## config.mk

```make
export PLATFORM = sky130hd
export DESIGN_NAME = pwm_capture
export DESIGN_NICKNAME = d
export VERILOG_FILES = /design/src/rtl/pwm_pkg.sv /design/src/rtl/pwm_sync_edge.sv /design/src/rtl/pwm_capture.sv
export SDC_FILE = /design/constraint.sdc
export NUM_CORES = 1
export LEC_CHECK = 0
export CORE_AREA = 2 2 85 87
export CTS_CLUSTER_SIZE = 12
export DETAILED_ROUTE_END_ITERATION = 8
export DIE_AREA = 0 0 87 89
export PLACE_DENSITY = 0.74
export SYNTH_ARGS = -nofsm -noshare
export SYNTH_HDL_FRONTEND = slang
export SYNTH_HIERARCHICAL = 1
export SYNTH_SLANG_ARGS = --single-unit
export TNS_END_PERCENT = 50
```

## constraint.sdc

```tcl
create_clock -name clk -period 4.7 [get_ports clk]
set_input_delay 1.41 -clock clk [delete_from_list [all_inputs] [get_ports clk]]
set_output_delay 1.41 -clock clk [all_outputs]
set_load 0.01 [all_outputs]
```

## src/rtl/pwm_pkg.sv

```systemverilog
// Shared types for the PWM capture block.
// Measurement FSM states and the default counter width.
package pwm_pkg;

  localparam int CNT_W_DEF = 16;

  typedef enum logic [1:0] {
    IDLE,
    ON,
    OFF
  } state_t;

endpackage

```

## src/rtl/pwm_sync_edge.sv

```systemverilog
// Input synchroniser, polarity correction and edge detection.
// Both edges share one pipeline, so rise and fall latency match.
module pwm_sync_edge #(
  parameter int SYNC_STAGES = 2,
  parameter bit ACTIVE_LOW  = 1'b1
) (
  input  logic clk,
  input  logic rst,
  input  logic din,
  output logic level,
  output logic rise,
  output logic fall
);

  localparam logic INACT = ACTIVE_LOW;

  logic [SYNC_STAGES-1:0] sync;
  logic s;
  logic s_q;

  always_ff @(posedge clk) begin
    if (rst) begin
      sync <= {SYNC_STAGES{INACT}};
      s_q  <= 1'b0;
    end else begin
      sync <= {sync[SYNC_STAGES-2:0], din};
      s_q  <= s;
    end
  end

  assign s     = sync[SYNC_STAGES-1] ^ INACT;
  assign rise  = s & ~s_q;
  assign fall  = ~s & s_q;
  assign level = s_q;

endmodule

```

## src/rtl/pwm_capture.sv

```systemverilog
// Measures high time and period of an incoming PWM waveform.
// The first partial period after reset or stall is discarded.
import pwm_pkg::*;

module pwm_capture #(
  parameter int CNT_W       = CNT_W_DEF,
  parameter int SYNC_STAGES = 2,
  parameter bit ACTIVE_LOW  = 1'b1
) (
  input  logic             clk,
  input  logic             rst,
  input  logic             pwm_in,
  output logic             level,
  output logic             valid,
  output logic [CNT_W-1:0] high_time,
  output logic [CNT_W-1:0] period,
  output logic             stalled
);

  localparam logic [CNT_W-1:0] CNT_MAX = '1;
  localparam logic [CNT_W-1:0] ONE     = CNT_W'(1);

  state_t           state, state_n;
  logic [CNT_W-1:0] per_cnt, per_n;
  logic [CNT_W-1:0] hi_cnt, hi_n;
  logic [CNT_W-1:0] ht_n, pd_n;
  logic             valid_n, stalled_n;
  logic             rise, fall, sat;

  pwm_sync_edge #(
    .SYNC_STAGES(SYNC_STAGES),
    .ACTIVE_LOW (ACTIVE_LOW)
  ) u_sync (
    .clk  (clk),
    .rst  (rst),
    .din  (pwm_in),
    .level(level),
    .rise (rise),
    .fall (fall)
  );

  assign sat = per_cnt == CNT_MAX;

  always_comb begin
    state_n   = state;
    per_n     = sat ? per_cnt : per_cnt + ONE;
    hi_n      = hi_cnt;
    ht_n      = high_time;
    pd_n      = period;
    valid_n   = 1'b0;
    stalled_n = stalled;
    unique case (state)
      IDLE: begin
        if (rise) begin
          state_n   = ON;
          per_n     = ONE;
          hi_n      = ONE;
          stalled_n = 1'b0;
        end
      end
      ON: begin
        if (fall) state_n = OFF;
        else      hi_n    = hi_cnt + ONE;
      end
      OFF: begin
        if (rise) begin
          state_n   = ON;
          valid_n   = 1'b1;
          ht_n      = hi_cnt;
          pd_n      = per_cnt;
          per_n     = ONE;
          hi_n      = ONE;
          stalled_n = 1'b0;
        end
      end
      default: state_n = IDLE;
    endcase
    // a rise landing on the saturated cycle still measures
    if (sat && !rise) begin
      stalled_n = 1'b1;
      state_n   = IDLE;
      hi_n      = hi_cnt;
    end
  end

  always_ff @(posedge clk) begin
    if (rst) begin
      state     <= IDLE;
      per_cnt   <= '0;
      hi_cnt    <= '0;
      valid     <= 1'b0;
      high_time <= '0;
      period    <= '0;
      stalled   <= 1'b0;
    end else begin
      state     <= state_n;
      per_cnt   <= per_n;
      hi_cnt    <= hi_n;
      valid     <= valid_n;
      high_time <= ht_n;
      period    <= pd_n;
      stalled   <= stalled_n;
    end
  end

endmodule
```

==> results of run 1 <==
==> worst max-delay path, stage by stage <==
cell,delay (ps)
clkdlybuf4s50_1,750
or2_2,710
a311oi_1,280
==> flip-flops by register name, indices dropped and copies added (netlist names), 2 cells and up <==
signal and count:
hi_cnt 16, high_time 16, per_cnt 16, period 16
state 2, u_sync/sync 2
==> how the worst max path moves through the flow <==
stage and endpoint:
2_1_floorplan hi_cnt[15], 3_3_place_gp per_cnt[13], 3_5_place_dp per_cnt[15], 4_1_cts per_cnt[12]
5_1_grt per_cnt[13], 6_report per_cnt[15]
==> logic make-up after synthesis <==
| family | synth area share [%] |
|---|---|
| AO/OA/AOI/OAI | 18.35 |
| XOR/XNOR | 0.2953 |
| adder cells (fa/ha/maj) | 0.8434 |
| buffers and inverters | 4.555 |
| flip-flops | 47.91 |
| AND/OR/NAND/NOR | 28.05 |
==> power breakdown <==
group,switching (uW),total (uW),internal [uW]
clock network,216,524,309
registers,4.95,611,606
logic,21.5,30.8,9.31
total,242,1170,924
==> through the flow <==
step / total power [uW] / cells / hold WS (ps) / util, % / setup slack (ps)
2_1_floorplan: 646.6 / 355 / 385.4 / - / 2506
4_1_cts: 1177 / 465 / 413.5 / 52.85 / 1834
3_5_place_dp: 655.4 / 450 / 402.2 / 49.70 / 1458
3_3_place_gp: 654.4 / 450 / 402.2 / 49.70 / 1503
6_report: 1166 / 465 / 409.6 / 52.85 / 1796
5_1_grt: 1205 / 465 / 442.6 / 52.85 / 1693
==> routing by layer <==
metal	routed length (microns)	vias to the layer above	part of all wire (%)	track usage, %
met4	88	0	1.4	6.960
met5	0	-	0	0
met1	2977	1261	47	22.23
met3	253	9	4.0	4.063
met2	3036	48	48	29.29
li1	-	1341	-	-
==> cell type report <==
type | instances | area (sq um) | area share [%]
timing repair buffer | 39 | 385.4 | 10.85
clock buffer | 11 | 141.4 | 3.982
multi-input combinational | 254 | 1410 | 39.71
inverter | 6 | 22.52 | 0.6342
tap | 80 | 100.1 | 2.819
sequential | 71 | 1421 | 40.03
clock inverter | 4 | 70.07 | 1.973
==> placed cells by master, fill, tap and decap left out, types with 3 or more instances in the layout <==
master	synthesis	routed
clkdlybuf4s50_1	0	37
and2_1	3	3
or4_1	17	17
nand4_1	4	4
nor3_1	5	5
and4_1	7	7
nor2_1	8	8
and3_1	3	3
o21ai_0	6	6
nand3_1	11	11
clkbuf_8	0	10
nand2_1	76	76
o31ai_1	18	18
inv_1	6	6
dfxtp_1	71	71
a311oi_1	3	3
a21oi_1	62	62
or3_1	4	4
==> synthesized netlist by cell type (all sizes together), types with 2 or more instances <==
| cell type | instances | area [sq um] |
|---|---|---|
| o2111ai | 2 | 17.52 |
| or2 | 4 | 25.02 |
| nor2b | 2 | 12.51 |
| nor3 | 5 | 25.02 |
| a311oi | 3 | 26.28 |
| o21ai | 6 | 30.03 |
| inv | 6 | 22.52 |
| and2 | 3 | 18.77 |
| nor2 | 8 | 30.03 |
| buf | 6 | 37.53 |
| and4 | 8 | 72.57 |
| nand2 | 76 | 285.3 |
| ha | 2 | 25.02 |
| nand3 | 11 | 55.05 |
| a21oi | 62 | 310.3 |
| and3 | 3 | 18.77 |
| or3 | 5 | 32.53 |
| or4 | 19 | 147.6 |
| clkbuf | 17 | 66.31 |
| dfxtp | 71 | 1421 |
| nand4 | 5 | 37.53 |
| nor3b | 2 | 20.02 |
| o31ai | 18 | 135.1 |
==> metrics.md, run 1 <==
| Metric | Value |
|---|---|
| Status | `finished clean` |
| Vias in the first global route | `about 2.5k` |
| Chip width | `roughly 87 microns` |
| Count of unique library cells instantiated by Yosys | `45` |
| Hold bufs inserted after CTS | `0` |
| Number of nets with antenna violations after routing | `0` |
| Post-route DRC violation count | `0` |
| Fin area | `approximately 0.0036 sq mm` |
| Clock buffer count from CTS | `9` |
| Number of hold-slack violations in the final timing report | `0` |
| Transition time of the tightest slew-check pin | `between 1000 and 1500 ps` |
| Floorplan Core Area | `roughly 0.0067 sq mm` |
| Leak Pwr | `around 0.0011 uW` |
| Post-CTS clock slew at the launch and capture registers of the worst setup and hold paths | `around 70 ps` |
| Worst min-delay path startpoint | `u_sync/sync[0]` |
| Critical Path End Type | `flop` |
| Layout filler cell count | `between 600 and 700` |
| Total Die Area | `0.007743 sq mm` |
| Achievable clock frequency | `344.3 MHz` |
| Primary flip-flop cell chosen by synthesis mapping | `dfxtp_1` |
| Synthesized area per cell | `roughly 8.4 sq um` |
| Crit path arrival time | `between 3000 and 4000 ps` |
| Yosys synthesis warning count | `6` |
| Category of the most critical setup path | `in2reg` |
| Number of setup buffers added after CTS | `0` |
| CTS tree | `built` |
| Routed wire per std cell | `between 10 and 15 microns` |
| Total of max-cap violations | `0` |
| Launch instance of the worst register-to-register path | `per_cnt[0]` |
| Worst-case register-to-register setup slack | `between 2000 and 2500 ps` |
| Maximum number of pins on one net before global-route repair | `33` |
| Total congestion overflow after global routing | `0` |
| Number of flops mapped to enable cells by yosys | `0` |
| Seq cells post-synth | `71` |
| Clock latency of the later-clocked register in the worst-skew pair | `about 340 ps` |
| Number of endpoints failing setup at the final stage | `0` |
| Fraction of the cycle the final worst path needs | `61.79%` |
| Area overhead of the layout relative to synthesis | `19.70%` |
| Hold Path Stages | `1` |
| Worst max-slew margin expressed relative to the limit | `approximately 25%` |
| Die H | `89 microns` |
| Number of cells produced by synthesis | `between 300 and 400` |
| Clock net sink count | `just over 70` |
| Pwr Density | `about 330 mW/mm^2` |
| Violation count after the first detailed-routing iteration | `around 160` |
| Share of cells above drive strength 1 | `under 10%` |
| Number of diodes added for antenna fixing | `0` |
| Crit. Startpoint | `rst` |
| Post-layout min period | `slightly below 3000 ps` |
| Reg2reg end | `hi_cnt[9]` |
| Root Buffer Master | `clkbuf_8` |
| Post-placement cell area | `~0.0033 sq mm` |
| Maximum buffer depth of the clock tree | `2` |
| Startpoint kind of the worst setup timing path | `primary input` |
| Path type of the worst min-delay path | `reg2reg` |
| Buffers on Ports | `37` |
| Starting density of the core | `44.15%` |
| Total vias in the final route | `~2.7k` |
| Cell area after synthesis | `0.002967 sq mm` |
| Setup TNS after final layout | `0 ps` |
| Largest driver fanout on the critical path | `30` |
| Number of primary I/O pins | `38` |
| Post-synthesis net count | `360` |
| Via density | `roughly 5.7` |
| Global placer's final weighted congestion | `roughly 0.8` |
| Nets | `approximately 390` |
| Proportion of synthesized chip area in sequential cells | `47.91%` |
| Logic depth of the worst register-to-register path | `5` |
| Final setup skew | `roughly 7 ps` |
| Total routing usage reported by global routing | `between 10% and 20%` |
| FFs w/ async S/R, synth | `0%` |
| Site Rows | `30` |
| Required arrival time at the worst endpoint | `about 5000 ps` |
| Deepest level of the CTS H-tree | `3` |
| Final Routed Wirelength | `between 6000 and 7000 microns` |
| First-pass iteration count of the detailed router | `4` |
| Post-DP HPWL | `4163 microns` |
| Initial antenna violation count | `0` |
| Post-cts resize count | `0` |
| Highest ir drop seen on vdd | `about 190 uV` |
| Setup repair after global routing missed its margin | `no` |
| Global-route wire length before repair | `around 11000 microns` |
| Max Transition Viols Final | `0` |
| Terminating pin of the worst hold path | `u_sync/sync[1]` |
No activity file was read; power rests on OpenSTA's default activity.
==> run 2, diff against run 1 <==
==> constraint.sdc (replaced) <==
create_clock -name clk -period 3 [get_ports clk]
set_input_delay 0.9 -clock clk [delete_from_list [all_inputs] [get_ports clk]]
set_output_delay 0.9 -clock clk [all_outputs]
set_load 0.01 [all_outputs]
==> metrics.md, run 2 (synthesis results as in run 1) <==
| Metric | Value |
|---|---|
| Worst-case register-to-register setup slack | `between 900 and 1000 ps` |
| Routed wire per std cell | `13.88 microns` |
| Post-route DRC violation count | `0` |
| Starting density of the core | `approximately 44%` |
| Post-CTS clock slew at the launch and capture registers of the worst setup and hold paths | `roughly 80 ps` |
| Number of buffer and inverter stages on the critical path | `1` |
| Root Buffer Master | `clkbuf_8` |
| Deepest level of the CTS H-tree | `3` |
| Highest cell delay on the worst timing path | `roughly 560 ps` |
| Clock net sink count | `71` |
| Initial antenna violation count | `0` |
| Post-cts resize count | `0` |
| Number of diodes added for antenna fixing | `0` |
| DR top layer | `met4` |
| Post-DP HPWL | `4291 microns` |
| Leak Pwr | `about 0.0011 uW` |
| Status | `finished clean` |
| Highest-count cells in the layout ignoring fill and taps | `nand2_1 (76), dfxtp_1 (71), a21oi_1 (62), clkdlybuf4s50_1 (37), o31ai_1 (18)` |
| Via density | `5.630` |
| Transition time of the tightest slew-check pin | `between 700 and 800 ps` |
| Number of non-filler instances in the completed layout | `470` |
| Post-layout min period | `between 2000 and 2500 ps` |
| Crit path arrival time | `~1300 ps` |
| Path type of the worst min-delay path | `reg2reg` |
| Clock buffer count from CTS | `9` |
| Number of hold-slack violations in the final timing report | `0` |
| First-pass iteration count of the detailed router | `4` |
| Number of endpoints failing setup at the final stage | `0` |
| Nets | `390` |
| Final setup skew | `8.305 ps` |
| Fin area | `0.003601 sq mm` |
| Cell with the biggest individual delay on the critical path | `clkdlybuf4s50_1` |
| Vias in the first global route | `2422` |
| Number of setup buffers added after CTS | `0` |
| Critical path cell sequence | `clkdlybuf4s50_1` |
| Total congestion overflow after global routing | `0` |
| Worst max-slew margin expressed relative to the limit | `between 50% and 60%` |
| Violation count after the first detailed-routing iteration | `between 100 and 150` |
| Launch instance of the worst register-to-register path | `per_cnt[0]` |
| Final Routed Wirelength | `6524 microns` |
| Startpoint kind of the worst setup timing path | `flop` |
| Met2 routed wirelength | `3116 microns` |
| Pwr Density | `roughly 520 mW/mm^2` |
| Total of max-cap violations | `0` |
| Area overhead of the layout relative to synthesis | `21.38%` |
| Global-route wire length before repair | `11000 microns` |
| Achievable clock frequency | `between 400 and 500 MHz` |
| Reg2reg end | `hi_cnt[14]` |
| Category of the most critical setup path | `reg2out` |
| Post-placement cell area | `0.003369 sq mm` |
| Site Rows | `30` |
| Share of cells above drive strength 1 | `slightly below 8%` |
| Total routing usage reported by global routing | `between 15 and 20%` |
| Number of nets with antenna violations after routing | `0` |
| Metal-1 WL | `between 3000 and 4000 microns` |
| Die H | `a little under 90 microns` |
| Crit. Startpoint | `u_sync/level` |
| Critical Path End Type | `output pin` |
| Total Die Area | `roughly 0.0077 sq mm` |
| Global placer's final weighted congestion | `approximately 0.78` |
| Logic depth of the worst register-to-register path | `6` |
| Fraction of the cycle the final worst path needs | `about three quarters` |
| Highest ir drop seen on vdd | `~300 uV` |
| Number of cells on the critical path | `1` |
| Post-placement cell count | `about 450` |
| Capturing element of the worst setup path | `level` |
| Worst path top cell family by delay | `buffers and inverters` |
| Number of primary I/O pins | `38` |
| Required arrival time at the worst endpoint | `approximately 2100 ps` |
| Largest driver fanout on the critical path | `3` |
| Fin Hold WS | `about 410 ps` |
| Layout filler cell count | `between 600 and 700` |
| Met3 wire len | `235 microns` |
| Chip width | `slightly below 90 microns` |
| CTS tree | `built` |
| Most common cell after layout, fill and taps aside | `nand2_1` |
| Floorplan Core Area | `between 0.006 and 0.007 sq mm` |
| Max Transition Viols Final | `0` |
| Setup repair after global routing missed its margin | `no` |
| Hold bufs inserted after CTS | `0` |
| Clock latency of the later-clocked register in the worst-skew pair | `~350 ps` |
| Maximum buffer depth of the clock tree | `2` |
| Maximum number of pins on one net before global-route repair | `33` |
| Setup TNS after final layout | `0 ps` |
| Buffers on Ports | `37` |
| Total vias in the final route | `~2.6k` |
[run 2: routing by layer]
layer  up-vias  GRT usage [%]
li1       1339              -
met1      1248          22.65
met2        49          29.15
met3        10          4.894
met4         0          7.670
met5         -              0
[run 2: through the flow]
step                      setup WS, ps  util [%]  total power (uW)
after global placement           737.0     50.15              1028
after CTS                        801.9     53.59              1897
after floorplan                   1082         -              1013
after detailed placement         681.7     50.15              1029
final                            804.3     53.59              1881
after global routing             768.6     53.59              1939
[run 2: worst min path at each step]
stage                              start              to  slack (ps)  cells past startpoint
after global placement    u_sync/sync[0]  u_sync/sync[1]         400                      1
after CTS                 u_sync/sync[0]  u_sync/sync[1]         420                      1
final                     u_sync/sync[0]  u_sync/sync[1]         410                      1
after global routing      u_sync/sync[1]    u_sync/level         460                      1
after detailed placement  u_sync/sync[0]  u_sync/sync[1]         400                      1
after floorplan           u_sync/sync[0]  u_sync/sync[1]         390                      1
[run 2: power breakdown]
part | switching [uW] | total [uW] | internal (uW)
combinational | 33.7 | 49.9 | 16.2
sequential | 8.17 | 957 | 949
clock | 362 | 874 | 512
total | 404 | 1880 | 1480
[run 2: area by class of cell]
class	count	area (sq um)	share of cell area (%)
timing repair buffer	43	415.4	11.54
tap	80	100.1	2.780
sequential	71	1421	39.47
clock inverter	5	80.08	2.224
multi-input combinational	254	1410	39.16
inverter	6	22.52	0.6254
clock buffer	11	151.4	4.204
